**config.mk**
```make
export PLATFORM = sky130hd
export DESIGN_NAME = steer_controller
export DESIGN_NICKNAME = d
export VERILOG_FILES = /design/src/rtl/steer_controller.sv
export SDC_FILE = /design/constraint.sdc
export NUM_CORES = 1
export LEC_CHECK = 0
export CORE_MARGIN = 5
export CORE_UTILIZATION = 36
export DETAILED_ROUTE_END_ITERATION = 7
export PLACE_DENSITY = 0.61
export SKIP_CTS_REPAIR_TIMING = 1
export SLEW_MARGIN = 20
export SYNTH_ARGS = -nofsm -noshare
export SYNTH_HDL_FRONTEND = slang
export SYNTH_SLANG_ARGS = --single-unit
```
**constraint.sdc**
```tcl
create_clock -name clk -period 6.9 [get_ports clk]
set_clock_uncertainty 0.2 [all_clocks]
set_input_delay 1.725 -clock clk [delete_from_list [all_inputs] [get_ports clk]]
set_output_delay 1.725 -clock clk [all_outputs]
set_load 0.01 [all_outputs]
```
**src/rtl/steer_controller.sv**
```systemverilog
// steer_controller: line-following motor steering for the clk_video domain.
// Turns each frame's line centroid into a signed steering correction, clamps
// per-wheel duty, and drives two PWM outputs whose duty only changes at the
// period wrap. Coasts, then searches, when the line is lost.
// Optional build macro: STEER_DERIV_EN adds the KD derivative term.
module steer_controller #(
    parameter  int IMG_W       = 640,
    parameter  int PWM_PERIOD  = 1000,
    parameter  int BASE_DUTY   = 600,
    parameter  int KP          = 2,
    parameter  int KD          = 1,
    parameter  int OUT_SHIFT   = 3,
    parameter  int LOST_FRAMES = 4,
    parameter  int SEARCH_DUTY = 300,
    localparam int DW          = $clog2(PWM_PERIOD + 1)
) (
    input  logic          clk,
    input  logic          rst_n,
    input  logic          enable,
    input  logic [10:0]   centroid_x,
    input  logic          line_valid,
    input  logic          line_lost,
    input  logic          in_ready,
    output logic          pwm_left,
    output logic          pwm_right,
    output logic [DW-1:0] duty_left,
    output logic [DW-1:0] duty_right,
    output logic [1:0]    state
);

    typedef enum logic [1:0] {IDLE = 2'd0, TRACK = 2'd1, COAST = 2'd2, SEARCH = 2'd3} st_t;

    localparam int LW = $clog2(LOST_FRAMES + 1);
`ifdef STEER_DERIV_EN
    localparam bit DERIV_ON = 1'b1;
`else
    localparam bit DERIV_ON = 1'b0;
`endif
    localparam logic signed [11:0] HALF_S = 12'(IMG_W / 2);
    localparam logic signed [23:0] KP_S   = 24'(KP);
    localparam logic signed [23:0] KD_S   = 24'(KD);
    localparam logic signed [24:0] BASE_S = 25'(BASE_DUTY);
    localparam logic signed [24:0] PER_S  = 25'(PWM_PERIOD);

    // Saturate a signed duty request into 0..PWM_PERIOD.
    function automatic logic [DW-1:0] clamp_duty(input logic signed [24:0] v);
        if (v < 25'sd0)
            return '0;
        else if (v > PER_S)
            return DW'(PWM_PERIOD);
        else
            return v[DW-1:0];
    endfunction

    // Stage p0: capture the strobe, error and line classification.
    logic                vld_p0;
    logic signed [11:0]  err_p0;
    logic                ok_p0;

    // Strobe qualifier is control and follows reset.
    always_ff @(posedge clk or negedge rst_n) begin
        if (!rst_n)
            vld_p0 <= 1'b0;
        else
            vld_p0 <= in_ready;
    end

    // Error and line-ok flag are pure data; a frame is usable only when valid and not lost.
    always_ff @(posedge clk) begin
        err_p0 <= signed'({1'b0, centroid_x}) - HALF_S;
        ok_p0  <= line_valid & ~line_lost;
    end

    // Stage p1: correction, clamped targets and the tracking FSM.
    st_t                 state_q;
    st_t                 st_eff;
    logic signed [11:0]  prev_err;
    logic [LW-1:0]       lost_cnt;
    logic [LW-1:0]       lost_nxt;
    logic [DW-1:0]       tgt_l;
    logic [DW-1:0]       tgt_r;
    logic signed [23:0]  err_w;
    logic signed [23:0]  prev_w;
    logic signed [23:0]  sum;
    logic signed [23:0]  corr;
    logic [DW-1:0]       calc_l;
    logic [DW-1:0]       calc_r;

    // An enabled IDLE acts as TRACK so a strobe arriving on the enabling edge is not lost.
    // Without the derivative build KD_S is gated off and only the sign of prev_err matters.
    always_comb begin
        st_eff   = (state_q == IDLE) ? TRACK : state_q;
        lost_nxt = (st_eff == TRACK) ? LW'(1) : lost_cnt + LW'(1);
        err_w    = {{12{err_p0[11]}}, err_p0};
        prev_w   = (st_eff == SEARCH) ? 24'sd0 : {{12{prev_err[11]}}, prev_err};
        sum      = KP_S * err_w;
        if (DERIV_ON)
            sum = sum + KD_S * (err_w - prev_w);
        corr     = sum >>> OUT_SHIFT;
        calc_l   = clamp_duty(BASE_S + {corr[23], corr});
        calc_r   = clamp_duty(BASE_S - {corr[23], corr});
    end

    // Tracking FSM: valid frames update targets, lost frames coast then search.
    always_ff @(posedge clk or negedge rst_n) begin
        if (!rst_n) begin
            state_q  <= IDLE;
            tgt_l    <= '0;
            tgt_r    <= '0;
            prev_err <= '0;
            lost_cnt <= '0;
        end else if (!enable) begin
            state_q  <= IDLE;
            tgt_l    <= '0;
            tgt_r    <= '0;
            prev_err <= '0;
            lost_cnt <= '0;
        end else begin
            state_q <= st_eff;
            if (vld_p0) begin
                if (ok_p0) begin
                    state_q  <= TRACK;
                    tgt_l    <= calc_l;
                    tgt_r    <= calc_r;
                    prev_err <= err_p0;
                    lost_cnt <= '0;
                end else if (st_eff != SEARCH) begin
                    lost_cnt <= lost_nxt;
                    if (lost_nxt >= LW'(LOST_FRAMES)) begin
                        state_q <= SEARCH;
                        if (prev_err[11]) begin
                            tgt_l <= '0;
                            tgt_r <= DW'(SEARCH_DUTY);
                        end else begin
                            tgt_l <= DW'(SEARCH_DUTY);
                            tgt_r <= '0;
                        end
                    end else begin
                        state_q <= COAST;
                    end
                end
            end
        end
    end

    assign state = state_q;

    // Stage p2: PWM period counter with shadowed duty registers.
    logic [DW-1:0] pwm_cnt;
    logic [DW-1:0] cnt_nxt;
    logic [DW-1:0] duty_l_nxt;
    logic [DW-1:0] duty_r_nxt;
    logic          wrap;

    // Duty only moves at the wrap; a disabled block loads zero there.
    always_comb begin
        wrap       = (pwm_cnt == DW'(PWM_PERIOD - 1));
        cnt_nxt    = wrap ? '0 : pwm_cnt + DW'(1);
        duty_l_nxt = duty_left;
        duty_r_nxt = duty_right;
        if (wrap) begin
            duty_l_nxt = enable ? tgt_l : '0;
            duty_r_nxt = enable ? tgt_r : '0;
        end
    end

    // PWM outputs are registered from next-cycle counter/duty so pwm_x == (counter < duty_x).
    always_ff @(posedge clk or negedge rst_n) begin
        if (!rst_n) begin
            pwm_cnt    <= '0;
            duty_left  <= '0;
            duty_right <= '0;
            pwm_left   <= 1'b0;
            pwm_right  <= 1'b0;
        end else begin
            pwm_cnt    <= cnt_nxt;
            duty_left  <= duty_l_nxt;
            duty_right <= duty_r_nxt;
            pwm_left   <= (cnt_nxt < duty_l_nxt);
            pwm_right  <= (cnt_nxt < duty_r_nxt);
        end
    end

endmodule

```
### After elaboration in Yosys (flattened, before gate mapping)

Index checks and enable logic that the tools add are counted.

| word-level totals | value |
|---|---|
| flip-flop bits (word level) | 83 |
| word-level logic and storage cells | 73 |

| operators by class | value |
|---|---|
| equal/unequal tests | 7 |
| multiplexer cells | 35 |
| order comparisons | 7 |
| reductions and logical operators | 4 |
| bitwise operators | 2 |
| add/sub/neg operators | 5 |

Operators with widths:

| operator | count |
|---|---|
| $mux 10 | 19 |
| $mux 12 | 3 |
| $gt 12x11->1 const B | 2 |
| $lt 12x1->1 const B | 2 |
| $lt 10x10->1 | 2 |
| $mux 9 | 2 |
| $mux 3 | 5 |
| $add 11x10->12 const A | 1 |
| $sub 11x10->12 const A | 1 |
| $sub 11x9->12 const B | 1 |
| $add 10x1->10 const B | 1 |
| $eq 10x10->1 const B | 1 |
| $mux 2 | 5 |
| $ne 3x1->1 const B | 2 |
| $ne 2x1->1 const B | 2 |
| $reduce_and 2->1 | 2 |
| $add 3x1->3 const B | 1 |
| $ge 3x3->1 const B | 1 |
| $reduce_and 3->1 | 1 |
| $eq 2x1->1 const B | 1 |
| $logic_not 2->1 | 1 |
| $ne 2x2->1 const B | 1 |
| $and 1x1->1 | 1 |
| $mux 1 | 1 |
| $not 1->1 | 1 |

### Depth between registers and ports, before layout

| depth | value |
|---|---|
| depth after elaboration | 10 |
| mapped depth | 16 |
| depth with buffers taken out | 14 |

### Worst setup path after synthesis

Ideal clock, no wire load.

| timing | value |
|---|---|
| path kind | input-to-reg |
| start | input port enable |
| end | register pwm_right |
| path buffers | 1 |
| path slack | 3.446 ns |
| setup time | 0.077 ns |
| cell stages on the path | 9 |
| arrival time | 3.176 ns |
| cell sequence | clkbuf_1 nand2_1 o21a_1 ha_1 and3_1 nand3_1 a31oi_1 a221o_1 a21oi_1 |

| on the way | value |
|---|---|
| word-level cells in the longest chain between the ends | 3 |

Ends and longest elaborated chain:

| what | line | RTL |
|---|---|---|
| start, declared | 19 | `input logic enable,` |
| $mux 10 | 163 | `duty_r_nxt = enable ? tgt_r : '0;` |
| $mux 10 | 161 | `if (wrap) begin` |
| $lt 10x10->1 | 180 | `pwm_right <= (cnt_nxt < duty_r_nxt);` |
| end signal, assigned | 180 |  |
| end, declared | 25 | `output logic pwm_right,` |

Every way passes these cells.
A chain may end at the register's enable or synchronous reset.

### Worst setup path in the final report

| timing | value |
|---|---|
| start | input port enable |
| end | register tgt_r[3] |

| on the way | value |
|---|---|
| word-level cells in the longest chain between the ends | 2 |

Ends and longest elaborated chain:

| what | line | RTL |
|---|---|---|
| $ne 3x1->1 (no line) or $ne 2x1->1 (tied branches) | n/a |  |
| $reduce_and 3->1 (no line) | n/a |  |
| end signal, assigned | 124 | `tgt_r <= calc_r;` |
| end signal, assigned | 133 | `tgt_r <= DW'(SEARCH_DUTY);` |
| end, declared | 81 | `logic [DW-1:0] tgt_r;` |

Parallel ways exist; a longest one is shown, timed or not.

==> summary.md <==
| Metric | Value |
|---|---|
| Result of the run | complete, no violations |
| Max-cap viol count | 0 |
| Cell at the root of the clock tree | clkbuf_8 |
| Max Fclk | 235 MHz |
| Leakage power total | 2.06 nW |
| Layout filler cell count | 939 |
| Worst-Margin Slew | 0.831 ns |
| Starting Density | 0.371 |
| Antenna fix cells | 0 |
| Count of unique library cells instantiated by Yosys | 47 |
| Clock edge transition at the registers on the reported setup and hold paths | 0.07 ns |
| Final period util | 0.618 |
| Commonest non-fill, non-tap cells in the layout | nand2_1 (66), dfrtp_1 (59), clkdlybuf4s50_1 (37) |
| Critical path required time | 6.96 ns |
| Unrepaired setup endpoints after global routing | no |
| Netlist area before placement | 3660 sq um |
| TritonCTS clock tree | done |
| Pins over their slew limit | 0 |
| Post-layout min period | 4.26 ns |
| Post-Syn Nets | 431 |
| Post-Route Setup TNS | 0 ns |
| Die X | 111 um |
| Part of the Yosys area used for sequential elements | 0.463 |
| Vias in the first global route | 2,843 |
| Area delta synth->final | 19.3% |
| Overall Global Routing Usage | 0.137 |
| Clock Sink Count | 70 |
| First-pass GRT wire length | 13,800 um |
| Avg WL per Cell | 14.1 um |
| Total Die Area | 12,300 sq um |
| Total power after layout | 888 uW |
| Share of post-route cells with drive strength above 1 | 0.0653 |
| Initial DRC Count | 144 |
| Highest fanout seen on the critical path | 23 |
| CTS Buf Count | 9 |
| Worst hold path class | reg -> reg |
| Largest net degree at the start of global routing | 60 |
| Total wire length after detailed routing | 7950 um |
| Arr. time, crit path | 4.32 ns |
| Warnings from Yosys | 0 |
| Most used DFF post-synth | dfrtp_1 |
| Number of nets still failing antenna checks after routing | 0 |
| Master of the slowest instance on the critical path | clkdlybuf4s50_1 |
| Number of instances in the synthesized netlist | 389 |
| RePlAce Congestion | 0.830 |
| Via count | 2,808 |
| Final hold viol count | 0 |
| Row count | 36 |
| HPWL Detailed | 5940 um |
| Number of top-level pins | 41 |
| Highest ir drop seen on vdd | 110 uV |
| Number of failing setup endpoints in the final timing report | 0 |
| Longest individual stage delay on the worst path | 1.01 ns |
| Via density per instance | 5.00 |
| Total number of H-tree levels | 3 |
| Initial antenna violation count | 0 |
| Type of the setup path with the least slack | in -> reg |
| EDFF count, synth | 0 |
| Grt total ovfl | 0 |
| Max-Slew Margin vs Limit | 0.444 |
| Die outline height | 111 um |
| Async set-reset flop share out of synthesis | 0.843 |
| Flop and latch count out of synthesis | 70 |
| Number of detailed-route iterations in the first pass | 4 |
| Per-instance average area after synthesis | 9.41 sq um |
| Element type at the critical path end | register |
| Nets | 466 |
| DRC | 0 |
| Count of input and output buffers | 38 |
| List of cells traversed by the critical path | clkdlybuf4s50_1 -> inv_1 -> a21oi_1 -> or2_2 -> nand2_1 -> and3_1 -> a22oi_1 |
| Number of buffers on the longest clock path | 2 |
| Most frequent standard cell in the layout excluding fill and tap cells | nand2_1 |
| Startpoint type of the worst setup path | primary input |
| Area of the core region | 9860 sq um |
| Clock latency on the worst-skew pair | 0.35 ns |
| Pwr Density | 203 nW/um^2 |
## worst max-delay path: cells and delay by family
kind / cells / cell delay [ns]
buffers and inverters: 2 / 1.33
AND/OR/NAND/NOR: 3 / 0.77
AO/OA/AOI/OAI: 2 / 0.49
## kinds of logic after synthesis
logic type	count (synthesis)	share of synthesized area
AND/OR/NAND/NOR	128	0.160
AO/OA/AOI/OAI	93	0.180
flip-flops	70	0.463
buffers and inverters	48	0.0506
adder cells (fa/ha/maj)	25	0.0854
XOR/XNOR	22	0.0526
multiplexers	3	0.00820
## final timing paths
kind,startpoint,slack [ns],end,cells past startpoint
worst max-delay path,enable,2.64,tgt_r[3]$_DFFE_PN0P_,7
worst min-delay path,tgt_l[7]$_DFFE_PN0P_,0.28,tgt_l[7]$_DFFE_PN0P_,1
worst max register to register,pwm_cnt[0]$_DFF_PN0_,3.66,pwm_right$_DFF_PN0_,12
worst min register to register,tgt_l[7]$_DFFE_PN0P_,0.28,tgt_l[7]$_DFFE_PN0P_,1
max in group asynchronous,rst_n,4.68,tgt_r[8]$_DFFE_PN0P_,2
min in group asynchronous,rst_n,1.33,pwm_cnt[8]$_DFF_PN0_,2
## stage by stage
| step | util | cell area [sq um] | hold slack, ns | setup WS (ns) | instances |
|---|---|---|---|---|---|
| CTS | 0.443 | 4370 | 0.285 | 2.65 | 562 |
| global placement | 0.421 | 4150 | 0.264 | 2.34 | 546 |
| finish | 0.443 | 4370 | 0.279 | 2.64 | 562 |
| floorplan | - | 3660 | 0.250 | 3.45 | 389 |
| detailed placement | 0.421 | 4150 | 0.268 | 2.28 | 546 |
| global route | 0.443 | 4370 | 0.301 | 2.46 | 562 |
## Yosys cell counts (2+ instances only)
cell | n | share of area
a21oi_1 | 18 | 0.025
dfrtp_1 | 59 | 0.40
a221o_1 | 3 | 0.0082
o31ai_2 | 2 | 0.0068
o211ai_1 | 2 | 0.0041
a21o_1 | 11 | 0.023
nand3_1 | 18 | 0.025
a31oi_1 | 5 | 0.0085
buf_2 | 4 | 0.0055
clkbuf_1 | 12 | 0.012
a22o_1 | 7 | 0.017
mux2i_1 | 3 | 0.0082
xor2_1 | 13 | 0.031
a32o_1 | 3 | 0.0082
o21ai_0 | 11 | 0.015
o21a_1 | 19 | 0.039
xnor2_1 | 9 | 0.022
ha_1 | 25 | 0.085
nor2_1 | 20 | 0.020
nand2b_1 | 2 | 0.0034
nor3_1 | 2 | 0.0027
and3_1 | 4 | 0.0068
dfxtp_1 | 11 | 0.060
o21ai_1 | 2 | 0.0027
nor2b_1 | 6 | 0.010
inv_1 | 32 | 0.033
nand2_1 | 66 | 0.068
## where the power goes
| part | total, mW | switching [mW] | leakage [nW] | internal (mW) |
|---|---|---|---|---|
| clock | 0.362 | 0.150 | 0.110 | 0.213 |
| combinational | 0.0822 | 0.0454 | 1.18 | 0.0368 |
| sequential | 0.444 | 0.0188 | 0.771 | 0.425 |
| total | 0.888 | 0.214 | 2.06 | 0.675 |
## routing by layer
metal  up-vias  part of all wire  GRT usage
met5         -                 0          0
met4         0             0.021     0.0583
met3        14             0.033     0.0300
met2        40              0.47      0.222
met1      1350              0.47      0.177
li1       1404                 -          -
## state kept, by name, indices dropped and copies added, names as in the netlist
signal and flops:
pwm_right 1, tgt_l 10, vld_p0 1, ok_p0 1, prev_err 1, tgt_r 10
lost_cnt 3, pwm_left 1, err_p0 10, pwm_cnt 10, duty_right 10, duty_left 10
state 2
## cell type report
type / count / area (sq um) / share of cell area
Clock buffer: 12 / 145 / 0.0332
Clock inverter: 4 / 70.1 / 0.0160
Inverter: 32 / 120 / 0.0275
Multi-Input combinational cell: 271 / 1780 / 0.408
Sequential cell: 70 / 1700 / 0.388
Tap cell: 133 / 166 / 0.0381
Timing Repair Buffer: 40 / 390 / 0.0893
Power figures use the tool's default switching activity.
==> variant 1, RTL diff (same settings) <==
The parameter `LOST_FRAMES` goes from 4 to 8.
--- a/src/rtl/steer_controller.sv
+++ b/src/rtl/steer_controller.sv
@@ -10,7 +10,7 @@
     parameter  int KP          = 2,
     parameter  int KD          = 1,
     parameter  int OUT_SHIFT   = 3,
-    parameter  int LOST_FRAMES = 4,
+    parameter  int LOST_FRAMES = 8,
     parameter  int SEARCH_DUTY = 300,
     localparam int DW          = $clog2(PWM_PERIOD + 1)
 ) (
Behaviour: not the same (Yosys sat finds a counterexample within 10 cycles, from zero or initial values and one cycle with rst_n low).
==> variant 1 against the unedited design <==
Area after synthesis rose by 3.0%. Register-to-register slack got worse by 0.33 ns. Global-route usage fell by 0.17 points. Sequential cell count rose by 1. Total power rose by 4.6%. Non-clock buffer count did not move. Cell count rose by 1.8%. Wire length rose by 3.7%. Worst setup slack got worse by 0.19 ns. Final area rose by 3.2%.
==> variant 1: results (changes against the unedited design) <==
Status
  • Status: completed

Synthesis
  • Ys Warns: 0 (unchanged)
  • Seq/Total Area, Yosys: 0.4564 (-0.006888)
  • Async S/R FF share, synth: 0.8451 (+0.002213)
  • Synthesized Nets: 440 (+2.1%)
  • Most frequent cells after synthesis: dfrtp_1 (60), nand2_1 (56), inv_1 (30)

Clocking
  • Reg clk slew, reported paths: 0.08 ns
  • Clock Path Buffers: 2 (unchanged)

Place
  • Place WS: 2.130 ns (-0.1495 ns)
  • Hpwl dp: 6234 µm (+4.9%)

STA
  • Worst-Margin Slew: 0.9273 ns (+0.09603 ns)
  • Fraction of the cycle the final worst path needs: 0.6450 (+0.02751)
  • Final hold slack: 0.2749 ns (-0.003847 ns)

Global route
  • First-pass GRT wire length: 13940 µm (+1.1%)
  • GRT Util Overall: 0.1354 (-0.001669)
  • Vias in the first global route: 2922 (+2.8%)

Worst setup path
  • Critical Path End: pwm_left
  • Max stage delay on crit path: 1.08 ns (+0.07 ns)
  • CP max FO: 28 (+22%)
  • Worst path arrival time: 4.51 ns (+0.19 ns)
  • R2R Setup Slk: 3.33 ns (-0.33 ns)
  • Crit path from: enable
  • Worst Reg2Reg Path Length in Cells: 13 (+1)

Layout
  • Fill cells: 1034 (+10%)
  • Nets: 473 (+1.5%)
  • Share of cells above drive strength 1: 0.06881 (+0.003539)

Detailed routing
  • 1st-iter DRT viols: 117 (-19%)
  • Routed WL: 8241 µm (+3.7%)
  • Vias per cell: 5.107 (+2.2%)

Power
  • Leak Pwr: 2.045 nW (-0.90%)
  • Worst VDD drop: 104.6 µV (-5.3%)

Worst hold path
  • Hold_sp: tgt_r[7]
  • Worst Hold Path EP: tgt_r[7]
  • Hold Path Depth: 2 (+1)
variant 1: cell count changes in the layout (fill, tap and decap cells not counted), moves of 4 or more:
| cell | delta |
|---|---|
| nand2_1 | -10 |
| xnor2_1 | +4 |
| o21a_1 | -16 |
| nand4_1 | +5 |
| and2_1 | +17 |
| xor2_1 | -4 |
| nor2_1 | -4 |
| nand3_1 | +10 |
variant 1: kinds of logic after synthesis:
group	Yosys count	share of synthesized area
XOR/XNOR	22	0.05108
buffers and inverters	48	0.04942
flip-flops	71	0.4564
AND/OR/NAND/NOR	149	0.2000
AO/OA/AOI/OAI	81	0.1546
multiplexers	2	0.005638
adder cells (fa/ha/maj)	25	0.08292
variant 1: final cells by class:
| cell class | count | area (µm²) | share of cell area |
|---|---|---|---|
| inverter | 30 | 112.6 | 0.02497 |
| tap | 136 | 170.2 | 0.03774 |
| timing repair buffer | 40 | 394.1 | 0.08740 |
| multi-input combinational | 279 | 1864 | 0.4134 |
| sequential | 71 | 1722 | 0.3818 |
| clock inverter | 5 | 105.1 | 0.02331 |
| clock buffer | 11 | 141.4 | 0.03135 |
variant 1: metrics by stage:
step | std cells | instance area, µm² | util
after floorplan | 398 | 3772 | -
after global placement | 555 | 4252 | 0.4137
after detailed placement | 555 | 4252 | 0.4137
after CTS | 571 | 4498 | 0.4377
after global routing | 572 | 4509 | 0.4388
final | 572 | 4509 | 0.4388
variant 1: metal layers:
layer	part of all wire	track usage	wire, µm
met1	0.46	0.1773	3754
met2	0.49	0.2213	4019
met3	0.046	0.03612	377
met4	0.011	0.03846	89
met5	0	0	0
variant 1: report_power, final:
part	internal, mW	switching [mW]	total (mW)
logic	0.0349	0.0431	0.0780
registers	0.427	0.0169	0.444
clock network	0.250	0.156	0.407
total	0.713	0.217	0.929
==> variant 2, RTL diff (same flow settings) <==
Without the edit above. Make the reset (`rst_n`) synchronous in 3 clocked blocks.
--- a/src/rtl/steer_controller.sv
+++ b/src/rtl/steer_controller.sv
@@ -58,7 +58,7 @@
     logic                ok_p0;
 
     // Strobe qualifier is control and follows reset.
-    always_ff @(posedge clk or negedge rst_n) begin
+    always_ff @(posedge clk) begin
         if (!rst_n)
             vld_p0 <= 1'b0;
         else
@@ -102,7 +102,7 @@
     end
 
     // Tracking FSM: valid frames update targets, lost frames coast then search.
-    always_ff @(posedge clk or negedge rst_n) begin
+    always_ff @(posedge clk) begin
         if (!rst_n) begin
             state_q  <= IDLE;
             tgt_l    <= '0;
@@ -165,7 +165,7 @@
     end
 
     // PWM outputs are registered from next-cycle counter/duty so pwm_x == (counter < duty_x).
-    always_ff @(posedge clk or negedge rst_n) begin
+    always_ff @(posedge clk) begin
         if (!rst_n) begin
             pwm_cnt    <= '0;
             duty_left  <= '0;
Formal check against the unedited RTL: differs if rst_n is asserted again (counterexample within 4 cycles, from zero or initial values and one cycle with rst_n low); with rst_n held inactive, the same outputs for 10 cycles.
==> variant 2 against the unedited design <==
Sequential share of layout area down 6.4 points. Worst setup slack worse by 0.16 ns. Critical path type unchanged. Count of clock-buffer cells in the layout shrank 3. Maximum frequency decreased by 3.7%. Wire length increased by 6.6%. Total power is 0.56% lower. Combinational power is 25% higher. Core utilization down 0.34 points. Final area shrank 1.2%. Area after synthesis is 0.55% lower. Sequential power down 3%. Largest power group unchanged. Sequential cell count stayed put.
==> variant 2: results (changes against the unedited design) <==
Worst setup path
  • Worst R2R Start: pwm_cnt[0]
  • R2R Setup Slk: 3.16 ns (-0.50 ns)
  • End of the worst register-to-register path: pwm_right
  • Worst Reg2Reg Path Length in Cells: 11 (-1)

Place
  • Placer Congestion: 0.8589 (+3.5%)
  • Place WS: 2.107 ns (-0.1722 ns)
  • DP Area: 4111 µm² (-1.0%)

Layout
  • Multi-input combinational area share: 0.4856 (+0.07814)
  • Clk cell area share: 0.04726 (-0.001995)
  • Fill cells: 992 (+5.6%)
  • Final Cell Area: 4315 µm² (-1.2%)
  • Sequential portion of the cell area: 0.3247 (-0.06359)
  • Num sequential: 70 (unchanged)
  • Share of cells above drive strength 1: 0.05411 (-0.01116)
  • Inverters: 14 (-56%)
  • Signal buf overhead: 0.09162 (+0.002274)

Global route
  • Met3 usage in global routing: 0.03611 (+0.006083)
  • GR Layer Usage met2: 0.2253 (+0.003641)
  • Vias in the first global route: 2979 (+4.8%)
  • First-pass GRT wire length: 14270 µm (+3.5%)

Synthesis
  • Most frequent cells after synthesis: dfxtp_1 (70), a21oi_1 (49), nand2_1 (34)
  • Synth Area in Adders: 0.08588 (+0.0004695)
  • Synth Area in Compound Gates: 0.2047 (+0.02435)
  • Ranking of synthesized cells by area: dfxtp_1 (38%), ha_1 (8.6%), a21oi_1 (6.7%)
  • Mapped Area: 3642 µm² (-0.55%)
  • Synth unique cells: 53 (+13%)
  • Multiplexer share of the synthesized area: 0.008245 (+0.00004507)
  • Post-synthesis xor/xnor area fraction: 0.04809 (-0.004520)
  • Synthesized Nets: 472 (+9.5%)

Detailed routing
  • WL/cell: 14.23 µm (+0.65%)
  • Via count: 3095 (+10%)

STA
  • Fraction of the cycle the final worst path needs: 0.6413 (+0.02384)

Status
  • Status: completed
==> variant 2: worst min-delay path by stage <==
stage,slack [ns],startpoint,endpoint
final,0.26,tgt_r[9],tgt_r[9]
after detailed placement,0.25,tgt_l[4],tgt_l[4]
after global routing,0.27,tgt_l[4],tgt_l[4]
after global placement,0.24,tgt_l[1],tgt_l[1]
after CTS,0.26,tgt_l[4],tgt_l[4]
after floorplan,0.23,tgt_l[1],tgt_l[1]
==> variant 2: kinds of logic after synthesis <==
| kind of cell | after synthesis |
|---|---|
| muxes | 3 |
| adders and majority gates | 25 |
| xor gates and xnor gates | 20 |
| buffers and inverters | 38 |
| and+or+nand+nor | 157 |
| AOI/OAI and AO/OA | 117 |
| DFF | 70 |
==> variant 2: worst max-delay path, cell delays in order <==
cell             delay (ns)
clkdlybuf4s50_1        0.71
and3_1                 0.34
a21oi_1                0.16
ha_1                   0.28
a21o_1                 0.18
a21o_1                 0.17
a21o_1                 0.17
a221o_1                0.35
a41o_1                 0.22
a41oi_1                0.20
